[src/rtl/lsu_ctrl.sv]
// Load/store unit between the execute stage and the data memory: decodes width,
// checks alignment, drives one memory access and returns extended load data.
module lsu_ctrl #(
  parameter int MEM_LATENCY = 1
) (
  input  logic        clock,
  input  logic        reset,
  input  logic        in_valid,
  output logic        in_ready,
  input  logic        in_isStore,
  input  logic [2:0]  in_funct3,
  input  logic [31:0] in_addr,
  input  logic [31:0] in_wdata,
  output logic        out_valid,
  input  logic        out_ready,
  output logic [31:0] out_rdata,
  output logic        out_err,
  output logic [31:0] mem_addr,
  output logic [31:0] mem_wdata,
  output logic [7:0]  mem_wmask,
  output logic        mem_enable,
  output logic        mem_rw,
  input  logic [31:0] mem_rdata
);

  localparam int CW = (MEM_LATENCY > 1) ? $clog2(MEM_LATENCY) : 1;
  localparam logic [CW-1:0] CNT_INIT = CW'(MEM_LATENCY - 1);

  // SETUP is a one-cycle address phase ahead of the enabled access window.
  typedef enum logic [1:0] {IDLE, SETUP, ACCESS, RESP} stateT;

  stateT       state;
  stateT       nextState;
  logic [31:0] addrQ;
  logic [31:0] wdataQ;
  logic [2:0]  funct3Q;
  logic        isStoreQ;
  logic [CW-1:0] cnt;
  logic [31:0] rdataQ;
  logic        errQ;

  logic        accept;
  logic        reqIllegal;
  logic        reqMisaligned;
  logic        reqErr;
  logic [31:0] shifted;
  logic [31:0] loadData;
  logic [3:0]  byteMask;

  assign accept = in_valid && in_ready;
  assign reqErr = reqIllegal || reqMisaligned;

  always_comb begin
    reqIllegal    = 1'b0;
    reqMisaligned = 1'b0;
    if (in_isStore)
      reqIllegal = in_funct3[2] || (in_funct3 == 3'b011);
    else
      reqIllegal = (in_funct3 == 3'b011) || (in_funct3[2:1] == 2'b11);
    case (in_funct3[1:0])
      2'b01:   reqMisaligned = in_addr[0];
      2'b10:   reqMisaligned = |in_addr[1:0];
      default: reqMisaligned = 1'b0;
    endcase
  end

  always_ff @(posedge clock or posedge reset) begin
    if (reset)
      state <= IDLE;
    else
      state <= nextState;
  end

  always_comb begin
    nextState = state;
    case (state)
      IDLE:    if (accept) nextState = reqErr ? RESP : SETUP;
      SETUP:   nextState = ACCESS;
      ACCESS:  if (cnt == '0) nextState = RESP;
      RESP:    if (out_ready) nextState = IDLE;
      default: nextState = IDLE;
    endcase
  end

  // Request fields are latched once and held for the whole access and response.
  always_ff @(posedge clock or posedge reset) begin
    if (reset) begin
      addrQ    <= '0;
      wdataQ   <= '0;
      funct3Q  <= '0;
      isStoreQ <= 1'b0;
      cnt      <= '0;
      rdataQ   <= '0;
      errQ     <= 1'b0;
    end else begin
      if (accept) begin
        addrQ    <= in_addr;
        wdataQ   <= in_wdata;
        funct3Q  <= in_funct3;
        isStoreQ <= in_isStore;
        cnt      <= CNT_INIT;
        rdataQ   <= '0;
        errQ     <= reqErr;
      end
      if (state == ACCESS) begin
        if (cnt != '0)
          cnt <= cnt - 1'b1;
        else if (!isStoreQ)
          rdataQ <= loadData;
      end
    end
  end

  assign shifted = mem_rdata >> {addrQ[1:0], 3'b000};

  always_comb begin
    loadData = shifted;
    case (funct3Q)
      3'b000:  loadData = {{24{shifted[7]}}, shifted[7:0]};
      3'b001:  loadData = {{16{shifted[15]}}, shifted[15:0]};
      3'b100:  loadData = {24'h000000, shifted[7:0]};
      3'b101:  loadData = {16'h0000, shifted[15:0]};
      default: loadData = shifted;
    endcase
  end

  always_comb begin
    byteMask = 4'b1111;
    case (funct3Q[1:0])
      2'b00:   byteMask = 4'b0001 << addrQ[1:0];
      2'b01:   byteMask = 4'b0011 << addrQ[1:0];
      default: byteMask = 4'b1111;
    endcase
  end

  always_comb begin
    in_ready   = (state == IDLE);
    out_valid  = (state == RESP);
    mem_enable = (state == ACCESS);
    mem_rw     = (state == ACCESS) && isStoreQ;
    mem_wmask  = (state == ACCESS) ? {4'b0000, byteMask} : 8'h00;
    mem_addr   = {addrQ[31:2], 2'b00};
    mem_wdata  = wdataQ << {addrQ[1:0], 3'b000};
    out_rdata  = rdataQ;
    out_err    = errQ;
  end

endmodule

[config.mk]
export PLATFORM = sky130hd
export DESIGN_NAME = lsu_ctrl
export DESIGN_NICKNAME = d
export VERILOG_FILES = /design/src/rtl/lsu_ctrl.sv
export SDC_FILE = /design/constraint.sdc
export NUM_CORES = 1
export LEC_CHECK = 0
export ABC_AREA = 1
export CORE_MARGIN = 8
export CORE_UTILIZATION = 45
export CTS_CLUSTER_SIZE = 10
export DETAILED_ROUTE_END_ITERATION = 16
export PLACE_DENSITY_LB_ADDON = 0.15
export SLEW_MARGIN = 20
export SYNTH_ARGS = -nofsm -noshare
export SYNTH_HDL_FRONTEND = slang
export SYNTH_SLANG_ARGS = --single-unit
[constraint.sdc]
create_clock -name clock -period 10.3 [get_ports clock]
set_clock_uncertainty 0.15 [all_clocks]
set_input_delay 2.06 -clock clock [delete_from_list [all_inputs] [get_ports clock]]
set_output_delay 2.06 -clock clock [all_outputs]
set_load 0.02 [all_outputs]
# ---- After elaboration in Yosys (flattened, before gate mapping)
# Cells that the tools add are included.
dict set report totals {
  regBits 104
  word_cells 54
}
dict set report classes {
  reduce_logical 10
  muxes 17
  addsub 1
  shift 4
  eq_ne 14
}
# op count
set ops {}
lappend ops {{2-to-1 mux 32 bit} 4}
lappend ops {{one-hot mux 32 bit (4 select lines)} 1}
lappend ops {{left shift 32 x 5 -> 32 bit} 1}
lappend ops {{right shift 32 x 5 -> 32 bit} 1}
lappend ops {{equality test 2 bit, second input constant} 4}
lappend ops {{2-to-1 mux 2 bit} 4}
lappend ops {{one-hot mux 2 bit (4 select lines)} 1}
lappend ops {{one-hot mux 4 bit (2 select lines)} 1}
lappend ops {{equality test 2 x 1 -> 1 bit, second input constant} 3}
lappend ops {{equality test 3 bit, second input constant} 2}
lappend ops {{zero test 2 bit} 2}
lappend ops {{2-to-1 mux 1 bit} 4}
lappend ops {{2-to-1 mux 4 bit} 1}
lappend ops {{inequality test 2 x 1 -> 1 bit, second input constant} 2}
lappend ops {{left shift 1 x 2 -> 4 bit, first input constant} 1}
lappend ops {{left shift 2 x 2 -> 4 bit, first input constant} 1}
lappend ops {{equality test 3 x 1 -> 1 bit, second input constant} 1}
lappend ops {{equality test 3 x 2 -> 1 bit, second input constant} 1}
lappend ops {{zero test 3 bit} 1}
lappend ops {{logical OR 1 bit} 3}
lappend ops {{AND reduction 3 bit} 1}
lappend ops {{logical AND 1 bit} 2}
lappend ops {{inequality test 2 bit, second input constant} 1}
lappend ops {{one-hot mux 1 bit (2 select lines)} 1}
lappend ops {{other kinds (2)} 2}

# ---- Depth between registers and ports, before layout
# Gate-level depths: netlist of the first run.
dict set report logic_depth {
  ltp_word 7
  depth_mapped 11
}

# ---- Worst setup path after synthesis of the first run
# Ideal clock, no wire load.
dict set report synth_path {
  path_type {register -> output}
  from {register addrQ[0]}
  to {output mem_wdata[16]}
  required_time_ns 8.090
  path_stages_with_launch 7
  setup_slack_ns 6.743
  t_arrival_ns 1.347
  cell_sequence {dfrtp_1 buf_6 inv_6 buf_4 buf_2 o21ai_0 a22oi_1}
}
dict set report synth_between {
  elab_chain_len 1
}
# item line_no
set synth_lines {}
lappend synth_lines {{start: declaration} 34} ;# logic [31:0] addrQ;
lappend synth_lines {{start signal: assignment} 97} ;# addrQ <= in_addr;
lappend synth_lines {{left shift 32 x 5 -> 32 bit} 143} ;# mem_wdata = wdataQ << {addrQ[1:0], 3'b000};
lappend synth_lines {{end: declaration} 19} ;# output logic [31:0] mem_wdata,
# Every way passes these cells.

# ---- Worst setup path in the final report of the first run
dict set report layout_path {
  from {register addrQ[1]}
  to {output mem_wdata[30]}
}
# Same word-level chain as after synthesis.

==> results of run 1 <==
-- metal layers --
metal	up-vias	routed length [um]
li1	2710	-
met5	-	0
met4	0	475
met3	29	1748
met1	2521	7130
met2	223	8058
-- cell type report --
class	instances	area, sq um	area share
Sequential cell	104	2605	0.3259
Multi-Input combinational cell	552	2587	0.3237
Timing Repair Buffer	209	2085	0.2608
Clock buffer	12	236.5	0.02958
Tap cell	176	220.2	0.02755
Inverter	54	215.2	0.02692
Clock inverter	3	45.04	0.005635
-- metrics by stage --
stage          power [W]    util  hold slack (ns)  worst slack (ns)  area [sq um]
2_1_floorplan   0.001816       -           0.2998             5.358          5911
3_3_place_gp    0.002357  0.5918           0.3120             5.467          7712
3_5_place_dp    0.002370  0.5918           0.3139             5.444          7712
4_1_cts         0.002721  0.6134           0.3323             5.231          7994
5_1_grt         0.002903  0.6134           0.3509             5.055          7994
6_report        0.002696  0.6134           0.3252             5.271          7994
-- how the worst max path moves through the flow --
stage                         from            end  slack [ns]  cells after the start
after floorplan              reset       addrQ[0]        5.36                      1
after global placement    in_valid        out_err        5.47                      5
after detailed placement  in_valid     wdataQ[22]        5.44                      5
after CTS                 addrQ[1]  mem_wdata[30]        5.23                      5
after global routing      addrQ[1]  mem_wdata[30]        5.05                      5
final                     addrQ[1]  mem_wdata[30]        5.27                      5
-- synthesized netlist by cell type --
cell / instances
buf_4: 39
clkinv_1: 1
mux2i_1: 3
inv_6: 1
nand3_4: 1
nand2_1: 324
nor2_8: 2
buf_8: 3
clkbuf_1: 20
nor2_1: 43
nor3_2: 1
nand2_2: 12
nand3_1: 43
inv_1: 48
ha_1: 7
a31oi_1: 1
o21ai_0: 49
inv_2: 2
buf_6: 2
buf_2: 16
a21oi_1: 21
inv_4: 2
conb_1: 1
nand2_8: 1
o221ai_1: 1
nor3_1: 2
dfrtp_1: 104
nand2_4: 4
nor2_4: 1
a22oi_1: 7
nand3_2: 15
o22ai_1: 8
-- where the power goes --
part / switching, W / leakage, nW / internal, W / total, W
clock network: 0.000153 / 0.129 / 0.000188 / 0.000341
registers: 0.000162 / 1.30 / 0.000597 / 0.000759
logic: 0.000926 / 2.53 / 0.000670 / 0.00160
total: 0.00124 / 3.96 / 0.00145 / 0.00270
-- cells by family after synthesis --
group / count (synthesis) / synth area share
mux: 3 / 0.005097
compound gates: 87 / 0.07942
simple gates: 449 / 0.3347
flops: 104 / 0.4417
other cells: 1 / 0.0006365
fa+ha+maj: 7 / 0.01486
buf+inv: 134 / 0.1236
-- registers in the layout, summed over array words and instances, names as in the netlist --
register,cells
wdataQ,32
isStoreQ,1
addrQ,32
cnt,1
out_err,1
funct3Q,3
state,2
out_rdata,32
-- worst max-delay path, stage by stage, from the launching register on --
cell and delay [ns]:
dfrtp_2 0.93, inv_4 0.31, nand2_2 0.30, o22ai_1 0.12, a21oi_1 0.15, clkdlybuf4s50_1 0.66
==> results.cfg, run 1 <==
[status]
status = completed

[clock_tree]
ctsHoldBuffers = 0
insertion_delay_ns = 0.35
h-tree-depth = 3
numClockSinks = 104
numCtsBuffers = 9
path_clk_slew_ns = 0.07
postCtsSetupBuffers = 0
root_buffer = clkbuf_16
clockBufferDepth = 2
cts_tree = yes
ctsResizeCount = 0

[yosys]
syn_area_sq_um = 5892
synthCells = 785
synthTopCellsByArea = dfrtp_1 (44%), nand2_1 (21%), buf_4 (5.0%), o21ai_0 (4.2%), nand3_1 (3.7%)
yosys.area.top_type = dfrtp_1
synth.yosys.seq_area_share = 0.4417
ys.warnings.count = 0
yosysTopAreaCellShare = 0.4417
avgSynthCellArea_sq_um = 7.506
ys_ff_latch = 104
ys_types = 32

[global_routing]
grt_pass1_wl_um = 27790
grt_max_degree = 93
antenna_found_initial = 0
grt_busiest_layer = met2
met3_usage = 0.06656
met2_usage = 0.3403
grtUsageTotal = 0.2081
grt.overflow.total = 0
grt_pass1_vias = 5495
use_met1 = 0.2495

[sta]
slew_headroom = 0.3503
setup-tns-final_ns = 0
period_minus_slack_ns = 5.029
post-route-period-util = 0.4882
hold_violations = 0
tightest_slew_ns = 0.9746
final-setup-viol-count = 0
max_freq_mhz = 198.9
drv_slew = 0
rsz0062_at_grt = no

[final_layout]
nets = 1041
num-fill-cells = 1211
layout_common_cells = nand2_1 (323), clkdlybuf4s50_1 (206), dfrtp_1 (102)
final_common_cell = nand2_1
syn_to_final_growth_pct = 35.68
antenna_cells = 0
drive_above_1_share = 0.06531
stdcell_count = 1110

[die]
die_width_um = 130.4
rows = 42
core-area_sq_um = 13030
dieArea_sq_um = 17010
start_util = 0.4521
die_y_um = 130.4
pin_count = 213

[critical_path]
cp_max_fo = 37
worstPathRequired_ns = 8.09
critical_path_class = flop to primary output
r2r_slack_ns = 7.34
critPathLaunchType = flop
r2r_cells = 7
worstReg2RegEnd = out_err
reg2reg_from = state[0]
endpoint_kind = primary output
cp.arrival_ns = 2.82

[routing]
num_vias = 5483
drc_errors = 0
wl_per_cell_um = 15.69
first_pass_iters = 5
drtIter0Drc = 366
drt_wl_total_um = 17410
viasPerCell = 4.940
antenna_left = 0

[min_path]
hold_start = addrQ[15]
min_path_type = flop to flop
hold-path-endpoint = addrQ[15]
min_path_cells = 2

[power]
leakage_nw = 3.958
vdd_drop_max_v = 0.0001500
power_density_nw_per_um2 = 337.2

[place]
gp_congestion = 0.8809
io_buffer_count = 206
dp_cells = 1095
dpl.hpwl_um = 12510

[run]
drv_cap = 0
(Power assumes the default switching activity.)
==> run 2: changes to the inputs <==
==> constraint.sdc (replaced) <==
create_clock -name clock -period 4.9 [get_ports clock]
set_clock_uncertainty 0.15 [all_clocks]
set_input_delay 0.98 -clock clock [delete_from_list [all_inputs] [get_ports clock]]
set_output_delay 0.98 -clock clock [all_outputs]
set_load 0.02 [all_outputs]
==> run 2 against run 1 <==
  * Worst setup slack lost 4.3 ns
  * Highest routed layer unchanged
  * Non-clock buffer count grew 2
  * Sequential power grew 110%
  * Critical path depth is the same
==> results.cfg, run 2 (same netlist as run 1, synthesis figures left out) <==
[critical_path]
r2r_cells = 9
crit_cells = 5
worstPathRequired_ns = 3.77
critical_path_class = flop to primary output
cp_slowest_cell = dfrtp_2
worst-path-buf-inv = 2
cp.arrival_ns = 2.76
critPathTopFamily = buffers and inverters
crit_chain = inv_4 > nand2_2 > o22ai_1 > a21oi_1 > clkdlybuf4s50_1
cp_max_fo = 37
cpPeakStageDelay_ns = 0.91
critPathLaunchType = flop
endpoint_kind = primary output

[clock_tree]
ctsResizeCount = 0
clockBufferDepth = 2
insertion_delay_ns = 0.35
root_buffer = clkbuf_16
ctsHoldBuffers = 0
h-tree-depth = 3
path_clk_slew_ns = 0.07
numClockSinks = 104
postCtsSetupBuffers = 0
numCtsBuffers = 9
cts_tree = yes

[sta]
tightest_slew_ns = 0.9185
rsz0062_at_grt = no
final-setup-viol-count = 0
holdWs_ns = 0.3290
post-route-period-util = 0.7936
period_minus_slack_ns = 3.888
hold_violations = 0
setup-tns-final_ns = 0
slew_headroom = 0.3877
max_freq_mhz = 257.2
drv_slew = 0

[die]
pin_count = 213
dieArea_sq_um = 17010
start_util = 0.4521
rows = 42
die_y_um = 130.4
core-area_sq_um = 13030
die_width_um = 130.4

[routing]
viasPerCell = 4.862
drt_wl_total_um = 17160
first_pass_iters = 5
wl_per_cell_um = 15.42
antenna_left = 0
drc_errors = 0
drtIter0Drc = 517
num_vias = 5411

[place]
gp_congestion = 0.9019
dp_cells = 1097
io_buffer_count = 206
dpl.hpwl_um = 12660

[final_layout]
syn_to_final_growth_pct = 35.80
final_common_cell = nand2_1
nets = 1043
fin_util = 0.6140
num-fill-cells = 1264
drive_above_1_share = 0.07044
layout_common_cells = nand2_1 (323), clkdlybuf4s50_1 (206), dfrtp_1 (102)
antenna_cells = 0
stdcell_count = 1113

[global_routing]
grtUsageTotal = 0.2052
grt_pass1_wl_um = 27300
antenna_found_initial = 0
grt_max_degree = 92
grt.overflow.total = 0
grt_pass1_vias = 5401

[power]
leakage_nw = 3.963
power_density_nw_per_um2 = 701.7
vdd_drop_max_v = 0.0003586

[status]
status = completed

[run]
drv_cap = 0

[min_path]
min_path_type = flop to flop
min_path_cells = 2
[run 2: cell type report]
cell class	count	area (sq um)	area share
sequential	104	2605	0.3256
multi-input combinational	552	2587	0.3234
timing repair buffer	211	2100	0.2624
clock buffer	10	229.0	0.02862
tap	176	220.2	0.02752
inverter	54	215.2	0.02690
clock inverter	6	45.04	0.005629
[run 2: report_power, final]
group | leakage, nW | switching (W) | internal (W) | total [W]
Clock | 0.125 | 0.000322 | 0.000346 | 0.000669
Combinational | 2.54 | 0.00192 | 0.00141 | 0.00333
Sequential | 1.30 | 0.000356 | 0.00126 | 0.00161
Total | 3.96 | 0.00260 | 0.00301 | 0.00561
[run 2: worst paths after layout]
| kind | start | slack (ns) | to |
|---|---|---|---|
| worst max-delay path | addrQ[1] | 1.01 | mem_wdata[30] |
| worst min-delay path | addrQ[12] | 0.33 | addrQ[12] |
| worst max register to register | addrQ[0] | 2.59 | out_rdata[16] |
| worst min register to register | addrQ[12] | 0.33 | addrQ[12] |
| max in group asynchronous | reset | 2.79 | wdataQ[1] |
| min in group asynchronous | reset | 1.04 | addrQ[13] |
[run 2: routing by layer]
metal | track usage | share of wire
met1 | 0.2528 | 0.42
met2 | 0.3330 | 0.47
met3 | 0.07833 | 0.097
met4 | 0.05064 | 0.013
met5 | 0 | 0
[run 2: worst reg2reg max path: stages, from the launching register on]
cell	delay, ns
dfrtp_2	0.97
inv_6	0.30
nand2_2	0.14
nand2_2	0.07
nand2_2	0.07
nand2_4	0.08
nand2_8	0.18
nand3_1	0.12
nand2_1	0.08
inv_1	0.04
[run 2: metrics by stage]
stage               worst slack (ns)  total power (W)  area (sq um)
finish                         1.012         0.005615          8001
global route                  0.8047         0.006061          8001
CTS                            1.001         0.005682          8001
detailed placement             1.413         0.004976          7727
global placement               1.406         0.004950          7727
floorplan                      1.038         0.003817          5911
==> run 3: changes to the inputs <==
--- a/config.mk
+++ b/config.mk
@@ -7,7 +7,7 @@
 export LEC_CHECK = 0
 export ABC_AREA = 1
 export CORE_MARGIN = 8
-export CORE_UTILIZATION = 45
+export CORE_UTILIZATION = 41
 export CTS_CLUSTER_SIZE = 10
 export DETAILED_ROUTE_END_ITERATION = 16
 export PLACE_DENSITY_LB_ADDON = 0.15
==> constraint.sdc (replaced) <==
create_clock -name clock -period 3.2 [get_ports clock]
set_clock_uncertainty 0.15 [all_clocks]
set_input_delay 0.64 -clock clock [delete_from_list [all_inputs] [get_ports clock]]
set_output_delay 0.64 -clock clock [all_outputs]
set_load 0.02 [all_outputs]
==> run 3 against run 2 <==
  * Cell count up 1.4%
  * Clock power up 64%
  * Worst hold slack about the same
  * First-iteration DRC count down 35%
  * Final area up 2.0%
  * Non-clock buffer count up 8
  * Critical endpoint is now mem_wdata[25]
  * Largest power group unchanged
==> results.cfg, run 3 (same netlist as run 1, synthesis figures left out) <==
[final_layout]
num-fill-cells = 1383
multiInputGateArea_sq_um = 2587
register_area_sq_um = 2605
final_common_cell = nand2_1
drive_above_1_share = 0.07725
antenna_cells = 0
nets = 1051
layout_common_cells = nand2_1 (323), clkdlybuf4s50_1 (206), dfrtp_1 (102)
syn_to_final_growth_pct = 38.59

[sta]
worst_slack_ns = 0.1293
max_freq_mhz = 325.7
drv_slew = 0
tightest_slew_ns = 0.8548
setup-tns-final_ns = 0
rsz0062_at_grt = no
hold_violations = 0
slew_headroom = 0.4288
final-setup-viol-count = 0
period_minus_slack_ns = 3.071
post-route-period-util = 0.9596

[clock_tree]
path_clk_slew_ns = 0.07
insertion_delay_ns = 0.35
h-tree-depth = 3
postCtsSetupBuffers = 0
root_buffer = clkbuf_16
numCtsBuffers = 9
cts_tree = yes
ctsResizeCount = 0
numClockSinks = 104
ctsHoldBuffers = 0
clockBufferDepth = 2

[die]
start_util = 0.4132
core-area_sq_um = 14260
dieArea_sq_um = 18460
die_y_um = 135.9
die_width_um = 135.9
rows = 44
pin_count = 213

[global_routing]
grt.overflow.total = 0
grt_pass1_vias = 5274
grt_max_degree = 92
grt_pass1_wl_um = 27840
grtUsageTotal = 0.1923
antenna_found_initial = 0

[critical_path]
worstPathRequired_ns = 2.41
cp_slowest_cell = clkdlybuf4s50_1
cp.arrival_ns = 2.28
endpoint_kind = primary output
cp_max_fo = 39
crit_chain = buf_4 > o21ai_0 > a21oi_1 > clkdlybuf4s50_1
critical_path_class = flop to primary output
critPathLaunchType = flop
cpPeakStageDelay_ns = 0.63

[routing]
drtIter0Drc = 336
wl_per_cell_um = 15.69
first_pass_iters = 5
viasPerCell = 4.761
antenna_left = 0
num_vias = 5375
drt_wl_total_um = 17710
drc_errors = 0

[place]
dpl.hpwl_um = 13250
gp_congestion = 0.8355
dp_worst_setup_slack_ns = 0.4939
io_buffer_count = 206

[run]
drv_cap = 0

[power]
leakage_nw = 4.039
power_density_nw_per_um2 = 1076
vdd_drop_max_v = 0.0004976

[status]
status = completed

[min_path]
min_path_type = flop to flop
==> run 3: power breakdown <==
group / switching, W / internal (W) / leakage (nW)
sequential: 0.000417 / 0.00193 / 1.30
combinational: 0.00310 / 0.00224 / 2.60
clock: 0.000493 / 0.000608 / 0.140
==> run 3: final timing paths <==
check,from,cells after the start,slack (ns),endpoint
min,addrQ[3],2,0.33,addrQ[3]
max,addrQ[0],4,0.13,mem_wdata[25]
max reg2reg,state[0],6,0.87,out_rdata[13]
max in group asynchronous,reset,3,1.89,addrQ[0]
min in group asynchronous,reset,2,0.48,addrQ[11]
min reg2reg,addrQ[3],2,0.33,addrQ[3]
==> run 3: critical path, delay by kind of cell, from the launching register on <==
family,cells,cell delay (ns)
AOI/OAI and AO/OA,2,0.37
DFF,1,0.50
buffers and inverters,2,1.04
==> run 3: layout make-up <==
| class | instances | area share |
|---|---|---|
| clock buffer | 11 | 0.02850 |
| inverter | 54 | 0.02682 |
| timing repair buffer | 219 | 0.2737 |
| tap | 184 | 0.02819 |
| multi-input combinational | 552 | 0.3169 |
| sequential | 104 | 0.3190 |
| clock inverter | 5 | 0.006895 |
==> run 3: per-layer routing <==
metal,vias up,track usage,part of all wire
met5,-,0,0
met4,0,0.06711,0.020
met3,20,0.06652,0.089
met2,154,0.3019,0.47
met1,2479,0.2413,0.42
li1,2722,-,-
==> run 3: metrics by stage <==
step | power, W | hold slack, ns | util | std cells | area (sq um)
3_3_place_gp | 0.007716 | 0.3107 | 0.5522 | 1113 | 7874
5_1_grt | 0.009472 | 0.3546 | 0.5727 | 1129 | 8165
4_1_cts | 0.008904 | 0.3331 | 0.5725 | 1129 | 8163
6_report | 0.008789 | 0.3287 | 0.5727 | 1129 | 8165
3_5_place_dp | 0.007753 | 0.3149 | 0.5522 | 1113 | 7874
2_1_floorplan | 0.005845 | 0.2998 | - | 790 | 5914
